`config.mk`:
```
export PLATFORM = sky130hd
export DESIGN_NAME = sr_drive_ctrl
export DESIGN_NICKNAME = d
export VERILOG_FILES = /design/src/rtl/sr_drive_pkg.sv /design/src/rtl/sr_drive_ctrl_debounce.sv /design/src/rtl/sr_drive_ctrl.sv
export SDC_FILE = /design/constraint.sdc
export NUM_CORES = 1
export LEC_CHECK = 0
export ABC_AREA = 1
export BUFFER_PORTS_ARGS = -buffer_cell sky130_fd_sc_hd__buf_2
export CELL_PAD_IN_SITES_DETAIL_PLACEMENT = 0
export CELL_PAD_IN_SITES_GLOBAL_PLACEMENT = 2
export CORE_ASPECT_RATIO = 0.6
export CORE_MARGIN = 1.5
export CORE_UTILIZATION = 32
export DETAILED_ROUTE_END_ITERATION = 8
export GPL_TIMING_DRIVEN = 0
export PLACE_DENSITY_LB_ADDON = 0.1
export SETUP_SLACK_MARGIN = 0.4
export SYNTH_ARGS = -nofsm -noshare
export SYNTH_HDL_FRONTEND = slang
export SYNTH_HIERARCHICAL = 1
export SYNTH_SLANG_ARGS = --single-unit
```
`constraint.sdc`:
```
create_clock -name clk -period 1.4 [get_ports clk]
set_input_delay 0.21 -clock clk [delete_from_list [all_inputs] [get_ports clk]]
set_output_delay 0.21 -clock clk [all_outputs]
set_load 0.005 [all_outputs]
```
`src/rtl/sr_drive_pkg.sv`:
```
// Shared types and width helpers for the NAND SR-latch driver.
package sr_drive_pkg;

    typedef enum logic [1:0] {
        IDLE      = 2'd0,
        SET_PULSE = 2'd1,
        RST_PULSE = 2'd2,
        GAP       = 2'd3
    } drive_state_t;

    // Down-counter width: must hold the larger of the pulse and gap lengths.
    function automatic int cnt_width(input int pulse_width, input int gap_cycles);
        int m;
        m = (pulse_width > gap_cycles) ? pulse_width : gap_cycles;
        return $clog2(m + 1);
    endfunction

    // Debounce counter runs 0..DEBOUNCE_CYCLES-1; keep at least one bit.
    function automatic int db_width(input int debounce_cycles);
        return (debounce_cycles < 2) ? 1 : $clog2(debounce_cycles);
    endfunction

endpackage

```
`src/rtl/sr_drive_ctrl_debounce.sv`:
```
// Synchronizer + debounce + registered rising-edge strobe for one raw request.
// The strobe fires on the same edge the debounced level rises.
module sr_debounce
    import sr_drive_pkg::*;
#(
    parameter int SYNC_STAGES     = 2,
    parameter int DEBOUNCE_CYCLES = 4
) (
    input  logic clk,
    input  logic rst,
    input  logic req,
    output logic rise
);

    localparam int DB_W = db_width(DEBOUNCE_CYCLES);
    localparam logic [DB_W-1:0] DB_LAST = DB_W'(DEBOUNCE_CYCLES - 1);

    logic [SYNC_STAGES-1:0] sync_q;
    logic [DB_W-1:0]        db_cnt;
    logic                   db_level;
    logic                   synced;
    logic                   differs;
    logic                   flip;

    assign synced  = sync_q[SYNC_STAGES-1];
    assign differs = (synced != db_level);
    assign flip    = differs && (db_cnt == DB_LAST);

    always_ff @(posedge clk) begin
        if (rst) begin
            sync_q   <= '0;
            db_cnt   <= '0;
            db_level <= 1'b0;
            rise     <= 1'b0;
        end else begin
            sync_q <= {sync_q[SYNC_STAGES-2:0], req};
            if (!differs || flip) begin
                db_cnt <= '0;
            end else begin
                db_cnt <= db_cnt + DB_W'(1);
            end
            if (flip) begin
                db_level <= synced;
            end
            rise <= flip && synced;
        end
    end

endmodule

```
`src/rtl/sr_drive_ctrl.sv`:
```
// Drives clean, mutually exclusive active-low Sbar/Rbar pulses from bouncy set/reset requests.
// Optional q_est (expected latch Q) output is enabled by defining SR_DRIVE_QEST_EN.
module sr_drive_ctrl
    import sr_drive_pkg::*;
#(
    parameter int SYNC_STAGES     = 2,
    parameter int DEBOUNCE_CYCLES = 4,
    parameter int PULSE_WIDTH     = 3,
    parameter int GAP_CYCLES      = 1
) (
    input  logic clk,
    input  logic rst,
    input  logic set_req,
    input  logic reset_req,
    output logic sbar,
    output logic rbar,
    output logic busy,
    output logic conflict
`ifdef SR_DRIVE_QEST_EN
    ,
    output logic q_est
`endif
);

    localparam int CNT_W = cnt_width(PULSE_WIDTH, GAP_CYCLES);
    localparam logic [CNT_W-1:0] PULSE_LOAD = CNT_W'(PULSE_WIDTH - 1);
    localparam logic [CNT_W-1:0] GAP_LOAD   = CNT_W'(GAP_CYCLES - 1);

    logic s_rise;
    logic r_rise;

    drive_state_t     state;
    drive_state_t     state_nxt;
    logic [CNT_W-1:0] cnt;
    logic [CNT_W-1:0] cnt_nxt;
    logic             pend_s;
    logic             pend_s_nxt;
    logic             pend_r;
    logic             pend_r_nxt;

    logic sbar_nxt;
    logic rbar_nxt;
    logic busy_nxt;

    sr_debounce #(
        .SYNC_STAGES    (SYNC_STAGES),
        .DEBOUNCE_CYCLES(DEBOUNCE_CYCLES)
    ) u_db_set (
        .clk (clk),
        .rst (rst),
        .req (set_req),
        .rise(s_rise)
    );

    sr_debounce #(
        .SYNC_STAGES    (SYNC_STAGES),
        .DEBOUNCE_CYCLES(DEBOUNCE_CYCLES)
    ) u_db_reset (
        .clk (clk),
        .rst (rst),
        .req (reset_req),
        .rise(r_rise)
    );

    // Outputs are flopped from the next state so the latch inputs never glitch.
    always_ff @(posedge clk) begin
        if (rst) begin
            state    <= IDLE;
            cnt      <= '0;
            pend_s   <= 1'b0;
            pend_r   <= 1'b0;
            sbar     <= 1'b1;
            rbar     <= 1'b1;
            busy     <= 1'b0;
            conflict <= 1'b0;
        end else begin
            state    <= state_nxt;
            cnt      <= cnt_nxt;
            pend_s   <= pend_s_nxt;
            pend_r   <= pend_r_nxt;
            sbar     <= sbar_nxt;
            rbar     <= rbar_nxt;
            busy     <= busy_nxt;
            conflict <= s_rise && r_rise;
        end
    end

    // Reset requests win; a losing or early request waits in a one-deep flag.
    always_comb begin
        state_nxt  = state;
        cnt_nxt    = cnt;
        pend_s_nxt = pend_s || s_rise;
        pend_r_nxt = pend_r || r_rise;
        case (state)
            IDLE: begin
                if (r_rise || pend_r) begin
                    state_nxt  = RST_PULSE;
                    cnt_nxt    = PULSE_LOAD;
                    pend_r_nxt = 1'b0;
                end else if (s_rise || pend_s) begin
                    state_nxt  = SET_PULSE;
                    cnt_nxt    = PULSE_LOAD;
                    pend_s_nxt = 1'b0;
                end
            end
            SET_PULSE, RST_PULSE: begin
                if (cnt == '0) begin
                    state_nxt = GAP;
                    cnt_nxt   = GAP_LOAD;
                end else begin
                    cnt_nxt = cnt - CNT_W'(1);
                end
            end
            GAP: begin
                if (cnt == '0) begin
                    state_nxt = IDLE;
                    cnt_nxt   = '0;
                end else begin
                    cnt_nxt = cnt - CNT_W'(1);
                end
            end
            default: begin
                state_nxt = IDLE;
                cnt_nxt   = '0;
            end
        endcase
    end

    always_comb begin
        sbar_nxt = (state_nxt != SET_PULSE);
        rbar_nxt = (state_nxt != RST_PULSE);
        busy_nxt = (state_nxt != IDLE);
    end

`ifdef SR_DRIVE_QEST_EN
    always_ff @(posedge clk) begin
        if (rst) begin
            q_est <= 1'b0;
        end else if (state == SET_PULSE && state_nxt == GAP) begin
            q_est <= 1'b1;
        end else if (state == RST_PULSE && state_nxt == GAP) begin
            q_est <= 1'b0;
        end
    end
`endif

endmodule
```
# Yosys cells after proc, flatten, opt, wreduce, memory -nomap -nowiden
# Index checks and enable logic that the tools add are counted.
dict set report word_totals {
  in_bits 4
  ff_bits 22
}
dict set report classes {
  add_sub_neg 3
  n_reduce_logical 19
  n_eq_ne 10
  mux 11
}
# operator n
set ops {}
lappend ops {{2-to-1 mux 2 bit} 7}
lappend ops {{equality test 2 bit, second input constant} 4}
lappend ops {{OR reduction 2 bit} 4}
lappend ops {{one-hot mux 2 bit (3 select lines)} 1}
lappend ops {{logical AND 1 bit} 5}
lappend ops {{adder 2 x 1 -> 2 bit, second input constant} 2}
lappend ops {{zero test 2 bit} 2}
lappend ops {{logical OR 1 bit} 4}
lappend ops {{one-hot mux 2 bit (2 select lines)} 1}
lappend ops {{!= test 3 bit, second input constant} 1}
lappend ops {{OR reduction 3 bit} 1}
lappend ops {{equality test 2 x 1 -> 1 bit, second input constant} 1}
lappend ops {{zero test 1 bit} 2}
lappend ops {{2-to-1 mux 1 bit} 2}
lappend ops {{!= test 1 bit} 2}
lappend ops {{!= test 2 x 1 -> 1 bit, second input constant} 1}
lappend ops {{!= test 2 bit, second input constant} 1}
lappend ops {{nonzero test 2 bit} 1}
lappend ops {{subtractor 2 x 1 -> 2 bit, second input constant} 1}

# Logic depth before layout (Yosys ltp)
# Gate-level depths: netlist of run 1.
dict set report logic_depth {
  depth_word 5
  mapped_depth 8
  ltp_nobuf 8
}

# Hierarchy
# The synthesis of run 1 kept the hierarchy.
# module area_each_um2 cells_per_inst instances
set modules_own_cells {}
lappend modules_own_cells {sr_drive_ctrl 499.2 70 1}
lappend modules_own_cells {sr_debounce 206.4 25 2}

# Least setup slack after synthesis of run 1
# Ideal clock, no wire load.
dict set report synth_timing {
  path_type {register to register}
  startpoint {reg state[0]}
  endpoint {reg busy}
  n_path_buf 0
  stages_incl_launch_ff 8
  arrival_time_ps 1128
  t_required_ps 1286
  synth_period_minus_slack_ps 1242
  slack_ps 158
  path_cell_list {dfxtp_1 inv_1 ha_1 o21bai_2 nand2_1 nand2_1 nand2_1 nand2_1}
}
dict set report synth_via {
  elab_chain_cells 4
  word_cells_on_any_way 11
  cone_classes {eq/ne: 3; mux: 5; reduce/logical: 3}
}
# element line_no
set synth_rtl {}
lappend synth_rtl {{from (decl)} sr_drive_ctrl.sv:32} ;# drive_state_t state;
lappend synth_rtl {{from (signal assigned)} sr_drive_ctrl.sv:77} ;# state <= state_nxt;
lappend synth_rtl {{equality test 2 x 1 -> 1 bit (tied with other cells)} sr_drive_ctrl.sv:94} ;# case (state)
lappend synth_rtl {{OR reduction 2 bit or 2-to-1 mux 2 bit (tied branches)} {sr_drive_ctrl.sv:94, sr_drive_ctrl.sv:96}}
lappend synth_rtl {{one-hot mux 2 bit (3 select lines) *} sr_drive_ctrl.sv:94}
lappend synth_rtl {{nonzero test 2 bit *} sr_drive_ctrl.sv:132} ;# busy_nxt = (state_nxt != IDLE);
lappend synth_rtl {{to (signal assigned)} sr_drive_ctrl.sv:83} ;# busy <= busy_nxt;
lappend synth_rtl {{to (decl)} sr_drive_ctrl.sv:17} ;# output logic busy,
# Mark *: on every way between the ends. The rest lies on a longest branch, timed or not.
# A chain may end at the register's enable or synchronous reset.

# Worst setup path after layout of run 1
dict set report layout_timing {
  startpoint {reg state[1]}
  endpoint {reg busy}
}
# Same word-level chain as after synthesis.

==> results of run 1 <==
==> per-stage QoR <==
stage	instances	setup WS [ns]	area, um^2	hold slack [ns]
finish	165	0.196	1150	0.155
detailed placement	159	0.176	1020	0.396
CTS	164	0.195	1100	0.148
global route	165	0.129	1150	0.155
floorplan	120	0.279	950	0.279
global placement	159	0.163	1020	0.392
==> timing repair <==
| action | 4_1_cts | 5_1_grt |
|---|---|---|
| resized for setup | 5 | 15 |
| pin swaps | 5 | 11 |
| setup buffers | 1 | 1 |
| setup endpoints to repair | 6 | 10 |
==> report_power, final <==
| part | switching, mW | total (mW) | internal (mW) |
|---|---|---|---|
| Sequential | 0.00263 | 0.631 | 0.628 |
| Clock | 0.189 | 0.439 | 0.250 |
| Combinational | 0.0188 | 0.0301 | 0.0113 |
==> per-layer routing <==
metal,routed length [um],global-route usage (%)
met1,916,16.1
met2,585,15.2
met3,70,5.47
met4,18,3.40
met5,0,0
==> path summary, 6_finish.rpt <==
check | cells past startpoint | slack [ns] | to | startpoint
worst max-delay path | 7 | 0.20 | busy | state[1]
worst min register to register | 2 | 0.40 | u_db_set/sync_q[1] | u_db_set/sync_q[0]
worst min-delay path | 3 | 0.15 | u_db_set/sync_q[0] | set_req
worst max register to register | 7 | 0.20 | busy | state[1]
==> area by class of cell <==
type | count | area [um^2]
fillers | 267 | 1460
multi-input cells | 74 | 460
flip-flops and latches | 22 | 448
inverters | 24 | 95.1
clock buffers | 4 | 55.1
repair buffers | 9 | 50.0
well taps | 32 | 40.0
==> sequential cells by signal, summed over array words and instances, names as in the netlist, 2 cells and up <==
name,count
cnt,2
state,2
u_db_reset/db_cnt,2
u_db_reset/sync_q,2
u_db_set/db_cnt,2
u_db_set/sync_q,2
==> cell usage in the layout, fill, tap and decap left out <==
cell | Yosys | final
nand2_1 | 27 | 21
dfxtp_1 | 22 | 20
inv_1 | 21 | 18
nor2_1 | 16 | 13
nor2_2 | 6 | 8
nand2_2 | 1 | 7
buf_2 | 0 | 7
nor3_1 | 4 | 4
nand3_1 | 6 | 4
clkbuf_8 | 0 | 4
nor2_4 | 2 | 3
o21ai_0 | 3 | 3
inv_4 | 0 | 2
inv_2 | 0 | 2
clkinv_1 | 3 | 2
nand3_2 | 0 | 2
a21oi_1 | 3 | 2
ha_4 | 0 | 2
ha_2 | 0 | 2
buf_4 | 0 | 2
dfxtp_4 | 0 | 2
o21bai_4 | 0 | 1
a21oi_2 | 0 | 1
ha_1 | 5 | 1
==> kinds of logic (layout without fill, tap and decap cells) <==
| kind of cell | Yosys count | count (layout) | share of synthesized area, % |
|---|---|---|---|
| AO/OA/AOI/OAI | 7 | 7 | 4.53 |
| AND/OR/NAND/NOR | 62 | 62 | 30.5 |
| flip-flops | 22 | 22 | 48.3 |
| adder cells (fa/ha/maj) | 5 | 5 | 6.86 |
| buffers and inverters | 24 | 37 | 9.88 |
==> critical path, cell delays in order (launching register included) <==
cell and delay [ns]:
dfxtp_4 0.38, inv_4 0.05, ha_4 0.23, o21bai_4 0.19, nand2_2 0.08, nand2_2 0.06, nand2_2 0.06, nand2_1 0.05
==> metrics.md, run 1 <==
| Metric | Value |
|---|---|
| Ys Warns | 6 |
| Most common cell in the netlist | nand2_1 |
| Drc violations | 0 |
| Die area | ~0.0032 mm^2 |
| Die W | 71.9 um |
| Leakage | 0.525 nW |
| Core area | between 0.002 and 0.003 mm^2 |
| Skew final | 0.00123 ns |
| Number of detailed-route iterations in the first pass | 4 |
| Max IR drop VDD | between 0.6 and 0.7 mV |
| EDFF count, synth | 0 |
| Antenna-violating nets left | 0 |
| Capturing element type of the critical path | flop |
| Hold WC Path Type | in2reg |
| Dominant synthesized flop cell | dfxtp_1 |
| Row count | 14 |
| Root buf cell | clkbuf_8 |
| Clock Tree Buf Depth | 2 |
| Die H | 44.4 um |
| CP arrival | 1.36 ns |
| Layout Utilization | 44.0% |
| Final Cycle Share | 86.0% |
| Top-area cell type share of the netlist area | 48.3% |
| Final-stage net count | ~140 |
| Final setup vio count | 0 |
| Max-cap violation count | 0 |
| Yosys cell types | 14 |
| PortBufs | 7 |
| CTS clk-pin slew, worst paths | 0.07 ns |
| Critical path peak fanout | 4 |
| Startpoint types | flop |
| Wire length of the first global-routing pass | between 2 and 3 mm |
| Hold_buf cts | 0 |
| Peak Freq | 831 MHz |
| Routed WL | around 1.6 mm |
| Initial antenna violation count | 0 |
| Final hold vios | 0 |
| Final HPWL DP | 1.19 mm |
| Clk Latency, worst-skew pair | around 0.25 ns |
| Slew at the pin closest to its max-slew limit | 0.285 ns |
| Layout area overhead | 25.9% |
| Worst slew margin | 81.0% |
| Area of the mapped netlist | 912 um^2 |
| Layout cells sized above 1 | 33.8% |
| DR iter-0 viols | 23 |
| DR WL/cell | 9.64 um |
| RSZ-0062 raised after global routing | yes |
| Power per Cell Area | 958 mW/mm^2 |
| Register bit total from synthesis | 22 |
| Initial Util | 34.9% |
| Setup TNS | 0 ns |
| Vias in the first global route | 617 |
| Top cells by area, synth | dfxtp_1, nand2_1, inv_1, ha_1, nor2_1 |
| Max-slew violation count | 0 |
| Sequential-to-total area share from yosys stat | about half |
| Clk sinks | 22 |
| Largest net degree at the start of global routing | 15 |
| Vias | 696 |
| Routability congestion estimate | between 0.6 and 0.7 |
| Required @ worst endpoint | 1.56 ns |
| CTS tree | yes |
| FFs w/ async S/R, synth | 0% |
| Cells after Synth | 120 |
| Critical path type | reg2reg |
| Io pins | 8 |
| Synth top cells by count | nand2_1, dfxtp_1, inv_1 |
| Total gr overflow | 0 |
| Outcome | finished clean |
| Total track usage | between 10% and 20% |
| Syn avg cell area | 7.60 um^2 |
| # H-tree levels | 1 |
| Via density | between 4 and 5 |
| Ant. Diodes | 0 |
| Num CTS Buffers | 3 |
| Final Total Pwr | 1.10 mW |
| Leading area contributor after synthesis | dfxtp_1 |
| Synth Net Count | about 130 |
| Final Critical Period | 1.20 ns |
Note: power is estimated with default switching activity, not from simulation.
==> run 2: changes to the inputs <==
--- a/config.mk
+++ b/config.mk
@@ -10,7 +10,6 @@
 export CELL_PAD_IN_SITES_DETAIL_PLACEMENT = 0
 export CELL_PAD_IN_SITES_GLOBAL_PLACEMENT = 2
 export CORE_ASPECT_RATIO = 0.6
-export CORE_MARGIN = 1.5
 export CORE_UTILIZATION = 32
 export DETAILED_ROUTE_END_ITERATION = 8
 export GPL_TIMING_DRIVEN = 0
==> metrics.md, run 2 (synthesis results as in run 1) <==
| Metric | Value |
|---|---|
| Most frequent cells in the layout | nand2_1, dfxtp_1, inv_1, nor2_1, buf_2 |
| Combinational power share | 2.7% |
| Root buf cell | clkbuf_8 |
| Ant. Diodes | 0 |
| CTS tree | yes |
| Max IR drop VDD | approximately 0.55 mV |
| Psw | 0.203 mW |
| Vias in the first global route | ~620 |
| Required @ worst endpoint | 1.55 ns |
| Final HPWL DP | about 1.2 mm |
| Hold path startpoint | set_req |
| Io pins | 8 |
| Final Cycle Share | 84.3% |
| Layout cells sized above 1 | 27.3% |
| Final setup vio count | 0 |
| Clock Tree Buf Depth | 2 |
| Flop-to-flop setup slack | between 0.2 and 0.25 ns |
| Final worst slack | approximately 0.22 ns |
| Power per Cell Area | 920 mW/mm^2 |
| Drc violations | 0 |
| CP arrival | 1.33 ns |
| Most used cell, CP | nand2_1 |
| PortBufs | 7 |
| Hold EP | u_db_set/sync_q[0] |
| Startpoint types | flop |
| Max-cap violation count | 0 |
| Global route hottest layer | met1 |
| Routability congestion estimate | 0.695 |
| Vias | roughly 670 |
| Total track usage | 12.4% |
| Register area | 448 um^2 |
| Min-Delay Path Depth | 3 |
| Routed WL | 1.59 mm |
| Grt met3 use | under 10% |
| Fillers | ~270 |
| Critical path type | reg2reg |
| Clk sinks | 22 |
| Initial antenna violation count | 0 |
| GRT met2 Usage | 15.0% |
| R2r worst-path depth | 7 |
| Max-slew violation count | 0 |
| Num CTS Buffers | 3 |
| Slowest-stage cell, CP | dfxtp_4 |
| Int Pwr | 0.830 mW |
| CTS clk-pin slew, worst paths | around 0.07 ns |
| Total gr overflow | 0 |
| Layout area overhead | 23.0% |
| Wire length of the first global-routing pass | 2.79 mm |
| Seq pwr share | between 60% and 70% |
| Number of detailed-route iterations in the first pass | 4 |
| Setup WS pre-CTS | 0.162 ns |
| Hold WC Path Type | in2reg |
| Antenna-violating nets left | 0 |
| Core area | 0.00261 mm^2 |
| RSZ-0062 raised after global routing | yes |
| Peak Freq | 848 MHz |
| Via density | 4.10 |
| M1 GR Usage | between 10% and 20% |
| Post-route cell area | 0.00112 mm^2 |
| Outcome | finished clean |
| Leakage | 0.526 nW |
| Reg2Reg Launch Point | state[1] |
| Area of the multi-input gates | 445 um^2 |
| Layout Cells excl Fill | 164 |
| Slew at the pin closest to its max-slew limit | 0.276 ns |
| DR WL/cell | between 9 and 10 um |
| Worst r2r dst | busy |
| Initial Util | a little over a third |
| Critical path peak fanout | 3 |
| Row count | 14 |
| Capturing element type of the critical path | flop |
| DR iter-0 viols | 26 |
| Hold_buf cts | 0 |
| Die area | 0.00307 mm^2 |
| Placed cell areas | about 0.001 mm^2 |
| # H-tree levels | 1 |
| Final Critical Period | between 1 and 1.5 ns |
| Clk Latency, worst-skew pair | 0.25 ns |
| Post-Place Cells | 159 |
| Die W | 70.9 um |
| Final hold vios | 0 |
| Die H | ~43 um |
| Switching Share | about a fifth |
| Final-stage net count | roughly 140 |
| Setup TNS | 0 ns |
| Clock power share | 36.2% |
| Critical Path, Cell by Cell | inv_4 > ha_4 > o21bai_4 > nand2_1 > nand2_1 > nand2_1 > nand2_1 |
| Worst slew margin | 81.6% |
| Most common cell after layout, fill and taps aside | nand2_1 |
| Skew final | 0.00110 ns |
| Largest stage delay on the critical path | between 0.3 and 0.4 ns |
| Largest net degree at the start of global routing | 15 |
-- run 2: changes by cell type in the layout (fill, tap and decap cells not counted), sizes merged --
cell,delta
clkinv,+1
clkbuf,-1
inv,-1
-- run 2: power groups by stage --
| stage | logic (mW) | clock network, mW | registers (mW) |
|---|---|---|---|
| 3_3_place_gp | 0.0265 | 0 | 0.649 |
| 5_1_grt | 0.0328 | 0.422 | 0.632 |
| 6_report | 0.0277 | 0.374 | 0.631 |
| 3_5_place_dp | 0.0270 | 0 | 0.650 |
| 2_1_floorplan | 0.0145 | 0 | 0.649 |
| 4_1_cts | 0.0269 | 0.394 | 0.631 |
-- run 2: cell type report --
cell class	count	area share, %
flip-flops and latches	22	39.9
multi-input cells	74	39.7
inverters	24	8.70
repair buffers	9	4.46
clock buffers	3	3.68
well taps	32	3.57
-- run 2: how the worst max path moves through the flow --
stage | end | cells past startpoint | slack (ns) | start
finish | busy | 7 | 0.22 | state[1]
global placement | busy | 7 | 0.16 | state[1]
global route | busy | 7 | 0.14 | state[1]
floorplan | busy | 7 | 0.28 | state[1]
detailed placement | busy | 7 | 0.16 | state[1]
CTS | busy | 7 | 0.19 | state[1]
-- run 2: through the flow --
| step | power [mW] | util, % | hold WS (ns) |
|---|---|---|---|
| 6_report | 1.03 | 43.0 | 0.155 |
| 4_1_cts | 1.05 | 41.9 | 0.148 |
| 3_5_place_dp | 0.677 | 39.3 | 0.396 |
| 5_1_grt | 1.09 | 43.0 | 0.155 |
| 2_1_floorplan | 0.664 | - | 0.279 |
| 3_3_place_gp | 0.676 | 39.3 | 0.392 |
-- run 2: what timing repair did --
| action | 4_1_cts | 5_1_grt |
|---|---|---|
| pin swaps | 4 | 4 |
| setup endpoints to repair | 7 | 11 |
| setup buffers | 2 | 0 |
| resized for setup | 5 | 8 |
-- run 2: worst max-delay path: cells and delay by family, from the launching register on --
kind                       cells  cell delay (ns)
DFF                            1             0.37
and+or+nand+nor                4             0.24
adders and majority gates      1             0.23
AOI/OAI and AO/OA              1             0.18
buffers and inverters          1             0.05
-- run 2: per-layer routing --
metal / share of wire [%] / vias up
met5: 0 / -
met4: 1.1 / 0
met3: 4.9 / 2
met2: 35 / 11
met1: 59 / 276
li1: - / 384
==> run 3: changes to the inputs <==
==> constraint.sdc (replaced) <==
create_clock -name clk -period 1.1 [get_ports clk]
set_input_delay 0.165 -clock clk [delete_from_list [all_inputs] [get_ports clk]]
set_output_delay 0.165 -clock clk [all_outputs]
set_load 0.005 [all_outputs]
==> metrics.md, run 3 (synthesis results as in run 1) <==
| Metric | Value |
|---|---|
| # H-tree levels | 1 |
| Critical path type | reg2reg |
| Routability congestion estimate | slightly above 0.7 |
| Die W | 70.9 um |
| DR WL/cell | 9.32 um |
| Drc violations | 0 |
| Routed WL | 1.54 mm |
| Antenna-violating nets left | 0 |
| Post-route cell area | 0.00119 mm^2 |
| Die area | 0.00307 mm^2 |
| Leakage | 0.542 nW |
| RSZ-0062 raised after global routing | yes |
| Switching Share | a little under a fifth |
| Layout cells sized above 1 | between 30% and 40% |
| Max IR drop VDD | 0.748 mV |
| Psw | between 0.2 and 0.3 mW |
| Most common cell after layout, fill and taps aside | nand2_1 |
| Total gr overflow | 0 |
| Failing checks | negative setup slack |
| Peak Freq | between 800 and 900 MHz |
| WHS | roughly 0.11 ns |
| Hold WC Path Type | in2reg |
| Final HPWL DP | 1.16 mm |
| Die H | 43.4 um |
| Final-stage net count | 144 |
| Final worst slack | -0.0718 ns |
| Core area | 0.00261 mm^2 |
| Initial Util | a little over a third |
| Outcome | finished, violations left |
| Combinational power share | around 3% |
| Vias in the first global route | 610 |
| Row count | 14 |
| DR iter-0 viols | 14 |
| Most frequent cells in the layout | nand2_1, inv_1, dfxtp_1, nor2_1, nor2_2 |
| Total track usage | 11.8% |
| Clock power share | 35.5% |
| Initial antenna violation count | 0 |
| Required @ worst endpoint | about 1.3 ns |
| Final Total Pwr | between 1 and 1.5 mW |
| Final Critical Period | 1.17 ns |
| Final setup vio count | 5 |
| Ant. Diodes | 0 |
| PortBufs | 7 |
| Wire length of the first global-routing pass | around 2.7 mm |
| Power per Cell Area | 1100 mW/mm^2 |
| Max-slew violation count | 0 |
| CP arrival | 1.32 ns |
| Slew at the pin closest to its max-slew limit | between 0.2 and 0.3 ns |
| Clock Tree Buf Depth | 2 |
| Critical path peak fanout | 3 |
| Startpoint types | flop |
| Vias | 677 |
| CTS tree | yes |
| Seq pwr share | 61.5% |
| Final hold vios | 0 |
| Worst slew margin | 81.8% |
| Layout Utilization | 45.5% |
| Int Pwr | 1.06 mW |
| Largest net degree at the start of global routing | 15 |
| Clk Latency, worst-skew pair | roughly 0.25 ns |
| Root buf cell | clkbuf_8 |
| Final Cycle Share | 107% |
| Setup TNS | -0.248 ns |
| Placed cell areas | ~0.0011 mm^2 |
| Flop-to-flop setup slack | -0.07 ns |
| Num CTS Buffers | 3 |
| Number of detailed-route iterations in the first pass | 4 |
| Clk sinks | 22 |
| Io pins | 8 |
| Via density | 4.10 |
| Layout area overhead | 30.2% |
| Skew final | between 0.002 and 0.0025 ns |
| Capturing element type of the critical path | flop |
| Max-cap violation count | 0 |
| CTS clk-pin slew, worst paths | 0.07 ns |
run 3: cell type report:
cell class / count / area, um^2
multi-input combinational: 74 / 492
inverter: 24 / 96.3
sequential: 22 / 454
clock buffer: 3 / 41.3
tap: 32 / 40.0
timing repair buffer: 10 / 63.8
fill: 268 / 1420
run 3: worst paths after layout:
path | from | end | cells after the start
min reg2reg | u_db_reset/sync_q[0] | u_db_reset/sync_q[1] | 2
min | set_req | u_db_set/sync_q[0] | 3
max | state[1] | busy | 7
max reg2reg | state[1] | busy | 7
run 3: timing repair:
item                       4_1_cts  5_1_grt
buffers inserted                 3        0
setup endpoints to repair       21       21
pin swaps                        4        1
resized for setup               11       12
hold buffers                     0        0
hold endpoints to repair         0        0
run 3: power by group through the flow:
stage,registers [mW],logic [mW],clock network (mW)
finish,0.805,0.0391,0.464
global route,0.806,0.0449,0.525
CTS,0.807,0.0368,0.503
detailed placement,0.828,0.0347,0
global placement,0.828,0.0339,0
floorplan,0.828,0.0192,0
run 3: through the flow:
| stage | setup WS, ns | instances |
|---|---|---|
| after floorplan | -0.0211 | 120 |
| after global placement | -0.112 | 159 |
| after detailed placement | -0.0960 | 159 |
| after CTS | -0.0837 | 165 |
| after global routing | -0.152 | 165 |
| final | -0.0718 | 165 |
run 3: layer usage:
layer	routed length (um)	track usage, %	share of wire, %	vias to the layer above
met5	0	0	0	-
met4	0	2.40	0	0
met3	78	5.81	5.1	0
met2	617	17.5	40	8
met1	841	15.6	55	282
li1	-	-	-	387
run 3: worst max-delay path: stages (launching register included):
cell and delay, ns:
dfxtp_4 0.37, inv_4 0.05, ha_4 0.23, o21bai_4 0.17, nand2_1 0.08, nand2_2 0.06, nand2_2 0.07, nand2_1 0.05
